$ cat config.mk
export PLATFORM = sky130hd
export DESIGN_NAME = nibble_serial_adder_ctrl_flat
export DESIGN_NICKNAME = d
export VERILOG_FILES = /design/src/rtl/nibble_serial_adder_ctrl_if.sv /design/src/rtl/nibble_serial_adder_ctrl.sv /design/src/flat_wrapper.sv
export SDC_FILE = /design/constraint.sdc
export NUM_CORES = 1
export LEC_CHECK = 0
export ABC_AREA = 1
export ABC_CLOCK_PERIOD_IN_PS = 1660
export BUFFER_PORTS_ARGS = -buffer_cell sky130_fd_sc_hd__buf_2
export CORE_ASPECT_RATIO = 0.9
export CORE_UTILIZATION = 40
export DETAILED_ROUTE_END_ITERATION = 8
export HOLD_SLACK_MARGIN = 0.15
export PLACE_DENSITY_LB_ADDON = 0.08
export SETUP_SLACK_MARGIN = 0.2
export SLEW_MARGIN = 10
export SYNTH_ARGS = -nofsm -noshare
export SYNTH_HDL_FRONTEND = slang
export SYNTH_SLANG_ARGS = --single-unit
$ cat constraint.sdc
create_clock -name clk -period 1.66 [get_ports clk]
set_input_delay 0.083 -clock clk [delete_from_list [all_inputs] [get_ports clk]]
set_output_delay 0.083 -clock clk [all_outputs]
set_load 0.1 [all_outputs]
$ cat src/rtl/nibble_serial_adder_ctrl_if.sv
// Request-side bundle for nibble_serial_adder_ctrl: operands, start and
// result/status. The master is the requesting control unit and the slave is
// the sequencer. The optional subtract select exists only when ADD_SUB_EN is
// defined.
interface nibble_serial_adder_ctrl_if #(
  parameter int WIDTH = 16
);
  logic             start;
  logic [WIDTH-1:0] a;
  logic [WIDTH-1:0] b;
  logic             c_in;
`ifdef ADD_SUB_EN
  logic             sub;
`endif
  logic             busy;
  logic             done;
  logic [WIDTH-1:0] sum;
  logic             c_out;

`ifdef ADD_SUB_EN
  modport master (output start, a, b, c_in, sub, input busy, done, sum, c_out);
  modport slave  (input start, a, b, c_in, sub, output busy, done, sum, c_out);
`else
  modport master (output start, a, b, c_in, input busy, done, sum, c_out);
  modport slave  (input start, a, b, c_in, output busy, done, sum, c_out);
`endif
endinterface

$ cat src/rtl/nibble_serial_adder_ctrl.sv
// nibble_serial_adder_ctrl: performs WIDTH-bit additions by driving one
// external 4-bit ripple adder a nibble per clock, least-significant first.
// The adder is purely combinational outside this block; its result is
// captured on the same edge that advances the nibble index.
// Optional feature macro: ADD_SUB_EN (adds the sub select; subtraction is
// done as A + ~B + 1 using the same adder).
module nibble_serial_adder_ctrl #(
  parameter int WIDTH = 16
) (
  input  logic                       clk,
  input  logic                       rst,
  nibble_serial_adder_ctrl_if.slave  req,
  output logic [3:0]                 add_a_o,
  output logic [3:0]                 add_b_o,
  output logic                       add_cin_o,
  input  logic [3:0]                 add_sum_i,
  input  logic                       add_cout_i
);

  localparam int NIB  = WIDTH / 4;
  localparam int IDXW = (NIB > 1) ? $clog2(NIB) : 1;
  localparam logic [IDXW-1:0] LAST_IDX = IDXW'(NIB - 1);

  // Reject illegal widths at elaboration time.
  if (((WIDTH % 4) != 0) || (WIDTH < 4)) begin : g_bad_width
    $error("nibble_serial_adder_ctrl: WIDTH must be a multiple of 4 and >= 4");
  end

  typedef enum logic [1:0] {
    ST_IDLE = 2'd0,
    ST_RUN  = 2'd1,
    ST_DONE = 2'd2
  } state_t;

  state_t           state_q;
  logic [WIDTH-1:0] a_q;
  logic [WIDTH-1:0] b_q;
  logic [IDXW-1:0]  idx_q;
  logic             cr_q;
  logic [WIDTH-1:0] sum_q;
  logic             c_out_q;
  logic             busy_q;
  logic             done_q;
`ifdef ADD_SUB_EN
  logic             sub_q;
`endif

  logic [IDXW+1:0]  bit_base_s;
  logic [3:0]       b_nib_s;
  logic [IDXW-1:0]  idx_d;

  // Bit offset of the current nibble and the incremented index.
  assign bit_base_s = {idx_q, 2'b00};
  assign idx_d      = idx_q + IDXW'(1);
  assign b_nib_s    = b_q[bit_base_s +: 4];

  assign req.busy  = busy_q;
  assign req.done  = done_q;
  assign req.sum   = sum_q;
  assign req.c_out = c_out_q;

  // Adder operand drive: the current nibble while running, zero otherwise.
  always_comb begin
    add_a_o   = 4'd0;
    add_b_o   = 4'd0;
    add_cin_o = 1'b0;
    if (state_q == ST_RUN) begin
      add_a_o   = a_q[bit_base_s +: 4];
`ifdef ADD_SUB_EN
      add_b_o   = sub_q ? ~b_nib_s : b_nib_s;
`else
      add_b_o   = b_nib_s;
`endif
      add_cin_o = cr_q;
    end else begin
      add_a_o   = 4'd0;
      add_b_o   = 4'd0;
      add_cin_o = 1'b0;
    end
  end

  // Sequencer FSM: accept a request, step through the nibbles, pulse done.
  always_ff @(posedge clk) begin
    if (rst) begin
      state_q <= ST_IDLE;
      a_q     <= {WIDTH{1'b0}};
      b_q     <= {WIDTH{1'b0}};
      idx_q   <= {IDXW{1'b0}};
      cr_q    <= 1'b0;
      sum_q   <= {WIDTH{1'b0}};
      c_out_q <= 1'b0;
      busy_q  <= 1'b0;
      done_q  <= 1'b0;
`ifdef ADD_SUB_EN
      sub_q   <= 1'b0;
`endif
    end else begin
      case (state_q)
        ST_IDLE: begin
          done_q <= 1'b0;
          if (req.start) begin
            a_q    <= req.a;
            b_q    <= req.b;
            idx_q  <= {IDXW{1'b0}};
`ifdef ADD_SUB_EN
            sub_q  <= req.sub;
            // Two's-complement subtract needs the +1 on the first nibble.
            cr_q   <= req.sub ? 1'b1 : req.c_in;
`else
            cr_q   <= req.c_in;
`endif
            busy_q  <= 1'b1;
            state_q <= ST_RUN;
          end else begin
            busy_q  <= 1'b0;
            state_q <= ST_IDLE;
          end
        end
        ST_RUN: begin
          sum_q[bit_base_s +: 4] <= add_sum_i;
          cr_q                   <= add_cout_i;
          if (idx_q == LAST_IDX) begin
            idx_q   <= {IDXW{1'b0}};
            c_out_q <= add_cout_i;
            busy_q  <= 1'b0;
            done_q  <= 1'b1;
            state_q <= ST_DONE;
          end else begin
            idx_q   <= idx_d;
            state_q <= ST_RUN;
          end
        end
        ST_DONE: begin
          // A start seen here is deliberately dropped, not queued.
          done_q  <= 1'b0;
          busy_q  <= 1'b0;
          state_q <= ST_IDLE;
        end
        default: begin
          busy_q  <= 1'b0;
          done_q  <= 1'b0;
          idx_q   <= {IDXW{1'b0}};
          state_q <= ST_IDLE;
        end
      endcase
    end
  end

endmodule

$ cat src/flat_wrapper.sv
// flat-port wrapper written by rule: the top's interface ports become plain ports
module nibble_serial_adder_ctrl_flat 
#(
  parameter int WIDTH = 16
)
  (clk, rst, add_a_o, add_b_o, add_cin_o, add_sum_i, add_cout_i, req_start, req_a, req_b, req_c_in, req_busy, req_done, req_sum, req_c_out);
  nibble_serial_adder_ctrl_if #(.WIDTH(WIDTH)) req_i ();
  input  logic clk;
  input  logic rst;
  output logic [3:0] add_a_o;
  output logic [3:0] add_b_o;
  output logic add_cin_o;
  input  logic [3:0] add_sum_i;
  input  logic add_cout_i;
  input wire logic [$bits(req_i.start)-1:0] req_start;
  input wire logic [$bits(req_i.a)-1:0] req_a;
  input wire logic [$bits(req_i.b)-1:0] req_b;
  input wire logic [$bits(req_i.c_in)-1:0] req_c_in;
  output wire logic [$bits(req_i.busy)-1:0] req_busy;
  output wire logic [$bits(req_i.done)-1:0] req_done;
  output wire logic [$bits(req_i.sum)-1:0] req_sum;
  output wire logic [$bits(req_i.c_out)-1:0] req_c_out;
  assign req_i.start = req_start;
  assign req_i.a = req_a;
  assign req_i.b = req_b;
  assign req_i.c_in = req_c_in;
  assign req_busy = req_i.busy;
  assign req_done = req_i.done;
  assign req_sum = req_i.sum;
  assign req_c_out = req_i.c_out;
  nibble_serial_adder_ctrl #(.WIDTH(WIDTH)) u_core (.clk(clk), .rst(rst), .req(req_i), .add_a_o(add_a_o), .add_b_o(add_b_o), .add_cin_o(add_cin_o), .add_sum_i(add_sum_i), .add_cout_i(add_cout_i));
endmodule
Yosys cells after proc, flatten, opt, wreduce, memory -nomap -nowiden:

Index checks and enable logic that the tools add are counted.
Widths: inputs -> output; s select.

* shift operators: 4
* equality and inequality tests: 5
* bitwise gates (word level): 2
* add/sub/neg operators: 2
* reductions and logical operators: 7
* multiplexer cells: 15

Operators with widths (count)
* $shiftx 16x5->4: 2
* $bwmux 16: 1
* $shift 4x6->16 const A: 1
* $shiftx 4x6->16: 1
* $mux 4: 2
* $reduce_and 2->1: 4
* $mux 2: 3
* $neg 4->6: 1
* $pmux 2 s3: 1
* $mux 1: 5
* $eq 2x2->1 const B: 2
* $ne 2x2->1 const B: 2
* $pmux 1 s2: 2
* $pmux 2 s2: 1
* $add 2x1->2 const B: 1
* $eq 2x1->1 const B: 1
* $logic_not 2->1: 1
* $not 1->1: 2
* $reduce_bool 2->1: 1
* $reduce_or 2->1: 1

* logic and storage cells: 44
* bits in registers: 56
* bits of input ports: 41
* output and inout port bits: 28

Longest topological paths before layout:

* depth after elaboration: 3
* mapped depth: 9
* gate-level depth less buffers: 7

Least setup slack after synthesis:

OpenSTA, ideal clock, no wires.

* kind: reg2out
* start: register u_core.idx_q[1]
* end: output port add_a_o[0]
* stages on the path, launching flop included: 6
* slack: -0.825 ns
* path buffers: 1
* arrival time: 2.402 ns
* path through: dfxtp_1 buf_4 clkinv_1 nor2_1 o21ai_0 a21oi_1

* word-level cells in the longest chain between the ends: 2

RTL lines
* from (decl): RTL line nibble_serial_adder_ctrl.sv:38 `logic [IDXW-1:0] idx_q;`
* from (signal assigned): RTL line nibble_serial_adder_ctrl.sv:88 `idx_q <= {IDXW{1'b0}};`
* from (signal assigned): RTL line nibble_serial_adder_ctrl.sv:104 `idx_q <= {IDXW{1'b0}};`
* from (signal assigned): RTL line nibble_serial_adder_ctrl.sv:123 `idx_q <= {IDXW{1'b0}};`
* $shiftx 16x5->4: RTL line nibble_serial_adder_ctrl.sv:68 `add_a_o = a_q[bit_base_s +: 4];`
* $mux 4: RTL line nibble_serial_adder_ctrl.sv:67 `if (state_q == ST_RUN) begin`
* to (decl): RTL line flat_wrapper.sv:10 `output logic [3:0] add_a_o;`

No other way between the ends.

Final worst setup path:

* start: register u_core.idx_q[0]
* end: output port add_a_o[1]

The elaborated chain is that of the path after synthesis.

==> flow_summary.json <==
{
  "status": "finished with violations",
  "violations": "DRC",
  "place_congestion": 0.751,
  "syn_nets": 388,
  "portBuffers": 68,
  "maxCapViolations": 0,
  "period_share_pct": 93.2,
  "place_ws_ns": 0.242,
  "reg2reg_slack_ns": 0.23,
  "final_cell_mix": "nor2_1 (104), buf_2 (58), dfxtp_1 (53), o21ai_0 (40), dlygate4sd3_1 (40)",
  "setup-tns-final_ns": 0,
  "fillers": 508,
  "clkTransAtPathRegs_ns": 0.09,
  "path_max_fanout": 11,
  "r2r_start": "u_core.idx_q[0]",
  "cp.required_ns": 1.58,
  "drive_above_1_share_pct": 29.1,
  "fmax_mhz": 646,
  "drt-initial-drc-count": 123,
  "io_pins": 69,
  "mostFrequentLayoutCell": "nor2_1",
  "detail_route.vias_per_cell": 4.81,
  "power.density_nw_per_um2": 820,
  "cp-end-kind": "primary output",
  "power_leakage_nw": 1.59,
  "die_y_um": 75.9,
  "cts_buffers": 5,
  "grt_max_degree": 21,
  "clk_latency_ns": 0.31,
  "track_usage_pct": 22.1,
  "vias": 2547,
  "fin_util_pct": 65.2,
  "die_area_um2": 6390,
  "hold_path_class": "reg -> reg",
  "n_antenna_cell": 0,
  "core_um2": 5760,
  "grt_pass1_vias": 2333,
  "final_hold_viol_count": 0,
  "start_kind": "flop",
  "tightest_slew_ns": 0.494,
  "initial_core_util_pct": 42.2,
  "ys_seq_area_share_pct": 46.1,
  "grt_setup_unrepaired": "yes",
  "grt_pass1_wl_um": 11500,
  "finalSetupViolations": 0,
  "synth_area_per_cell_um2": 7.13,
  "fp-row-count": 26,
  "yosys_warnings": 0,
  "dieWidth_um": 84.2,
  "ir_worst_vdd_mv": 0.564,
  "whs_path_depth": 2,
  "finalPower_mw": 3.08,
  "relSlewSlack_pct": 67.3,
  "syn-instance-count": 341,
  "layout.nets": 506,
  "synth_seq_cells": 56,
  "antenna_left": 0,
  "skew_ns": 0.00727,
  "slew_violations": 0,
  "timing.final.ws_setup_ns": 0.113,
  "critPathArrivalTime_ns": 1.46,
  "period_needed_ns": 1.55,
  "clock-root-buffer": "clkbuf_8",
  "worstHoldStart": "u_core.req.c_out",
  "syn_area_um2": 2430,
  "overflow": 0,
  "criticalPathCategory": "reg -> out",
  "ctsHtreeMaxLevel": 2,
  "hpwl_um": 4510,
  "clock-sinks": 56,
  "min_to": "u_core.req.c_out",
  "cts_tree": "done",
  "routedWlPerCell_um": 12.8,
  "synth_cell_types": 22,
  "antenna_found_initial": 0,
  "wl_um": 6790,
  "drt_pass1_iterations": 7,
  "drcViolationCount": 8,
  "timing.rr.end": "u_core.req.sum[0]",
  "clockBufferDepth": 2,
  "area_growth_pct": 54.5,
  "worst-r2r-cell-count": 6
}
cell families after synthesis:
logic type | after synthesis | share of synthesized area [%]
buf+inv | 36 | 7.11
simple gates | 162 | 26.8
compound gates | 81 | 16.9
fa+ha+maj | 6 | 3.09
flops | 56 | 46.1
where the power goes:
part | switching, mW | internal [mW]
Clock | 0.440 | 0.335
Sequential | 0.0550 | 1.42
Combinational | 0.498 | 0.329
Total | 0.992 | 2.09
state kept, by name, summed over array words and instances (netlist names):
register          count
u_core.a_q           16
u_core.b_q           16
u_core.cr_q           1
u_core.idx_q          2
u_core.req.busy       1
u_core.req.c_out      1
u_core.req.done       1
u_core.req.sum       16
u_core.state_q        2
per-layer routing:
metal / global-route usage, % / wire length [um]
met5: 0 / 0
met4: 5.17 / 29
met3: 3.92 / 280
met2: 32.1 / 2890
met1: 33.6 / 3590
worst max path at each step:
stage / from / end / slack, ns
after CTS: u_core.idx_q[0] / add_a_o[3] / 0.13
after global routing: u_core.idx_q[0] / add_a_o[1] / 0.02
after floorplan: u_core.idx_q[0] / add_b_o[2] / 0.15
after detailed placement: u_core.idx_q[1] / u_core.req.sum[8] / 0.24
after global placement: u_core.state_q[1] / add_b_o[1] / 0.27
final: u_core.idx_q[0] / add_a_o[1] / 0.11
Yosys cell counts:
| master | number | area (um2) |
|---|---|---|
| nor2_1 | 110 | 413 |
| dfxtp_1 | 56 | 1120 |
| o21ai_0 | 56 | 280 |
| nand2_1 | 34 | 128 |
| a21oi_1 | 22 | 110 |
| inv_1 | 13 | 48.8 |
| nand3_1 | 11 | 55.1 |
| buf_2 | 6 | 30.0 |
| ha_1 | 6 | 75.1 |
| clkbuf_1 | 4 | 15.0 |
| inv_2 | 4 | 15.0 |
| buf_4 | 3 | 22.5 |
| clkbuf_2 | 3 | 15.0 |
| nor3_1 | 3 | 15.0 |
| buf_6 | 2 | 22.5 |
| nor2_2 | 2 | 12.5 |
| a31oi_1 | 1 | 6.26 |
| clkinv_1 | 1 | 3.75 |
| nand3_4 | 1 | 17.5 |
| nor3_2 | 1 | 10.0 |
| o21a_1 | 1 | 7.51 |
| o22ai_1 | 1 | 6.26 |
stage by stage:
stage          area [um2]  instances  hold slack, ns
2_1_floorplan        2550        341           0.229
3_3_place_gp         3080        473           0.334
3_5_place_dp         3080        473           0.341
4_1_cts              3640        524           0.470
5_1_grt              3750        530           0.498
6_report             3750        530           0.466
cell type report:
type / instances / area [um2] / share of cell area, %
well taps: 70 / 87.6 / 2.33
clock buffers: 6 / 82.6 / 2.20
multi-input cells: 249 / 1310 / 34.8
flip-flops and latches: 56 / 1130 / 30.1
clock inverters: 2 / 10.0 / 0.267
inverters: 18 / 83.8 / 2.23
repair buffers: 129 / 1060 / 28.1
worst max-delay path, stage by stage, from the launching register on:
cell	delay (ns)
dfxtp_4	0.39
buf_8	0.14
nor2_1	0.05
nor2_1	0.08
o21ai_1	0.11
a21oi_4	0.20
buf_12	0.19
timing repair:
action	CTS	global route
buffers inserted	3	6
resized for setup	27	19
pin swaps	5	3
hold buffers	40	0
hold endpoints to repair	47	0
endpoints found under the setup margin	9	49
No activity file was read; power rests on OpenSTA's default activity.
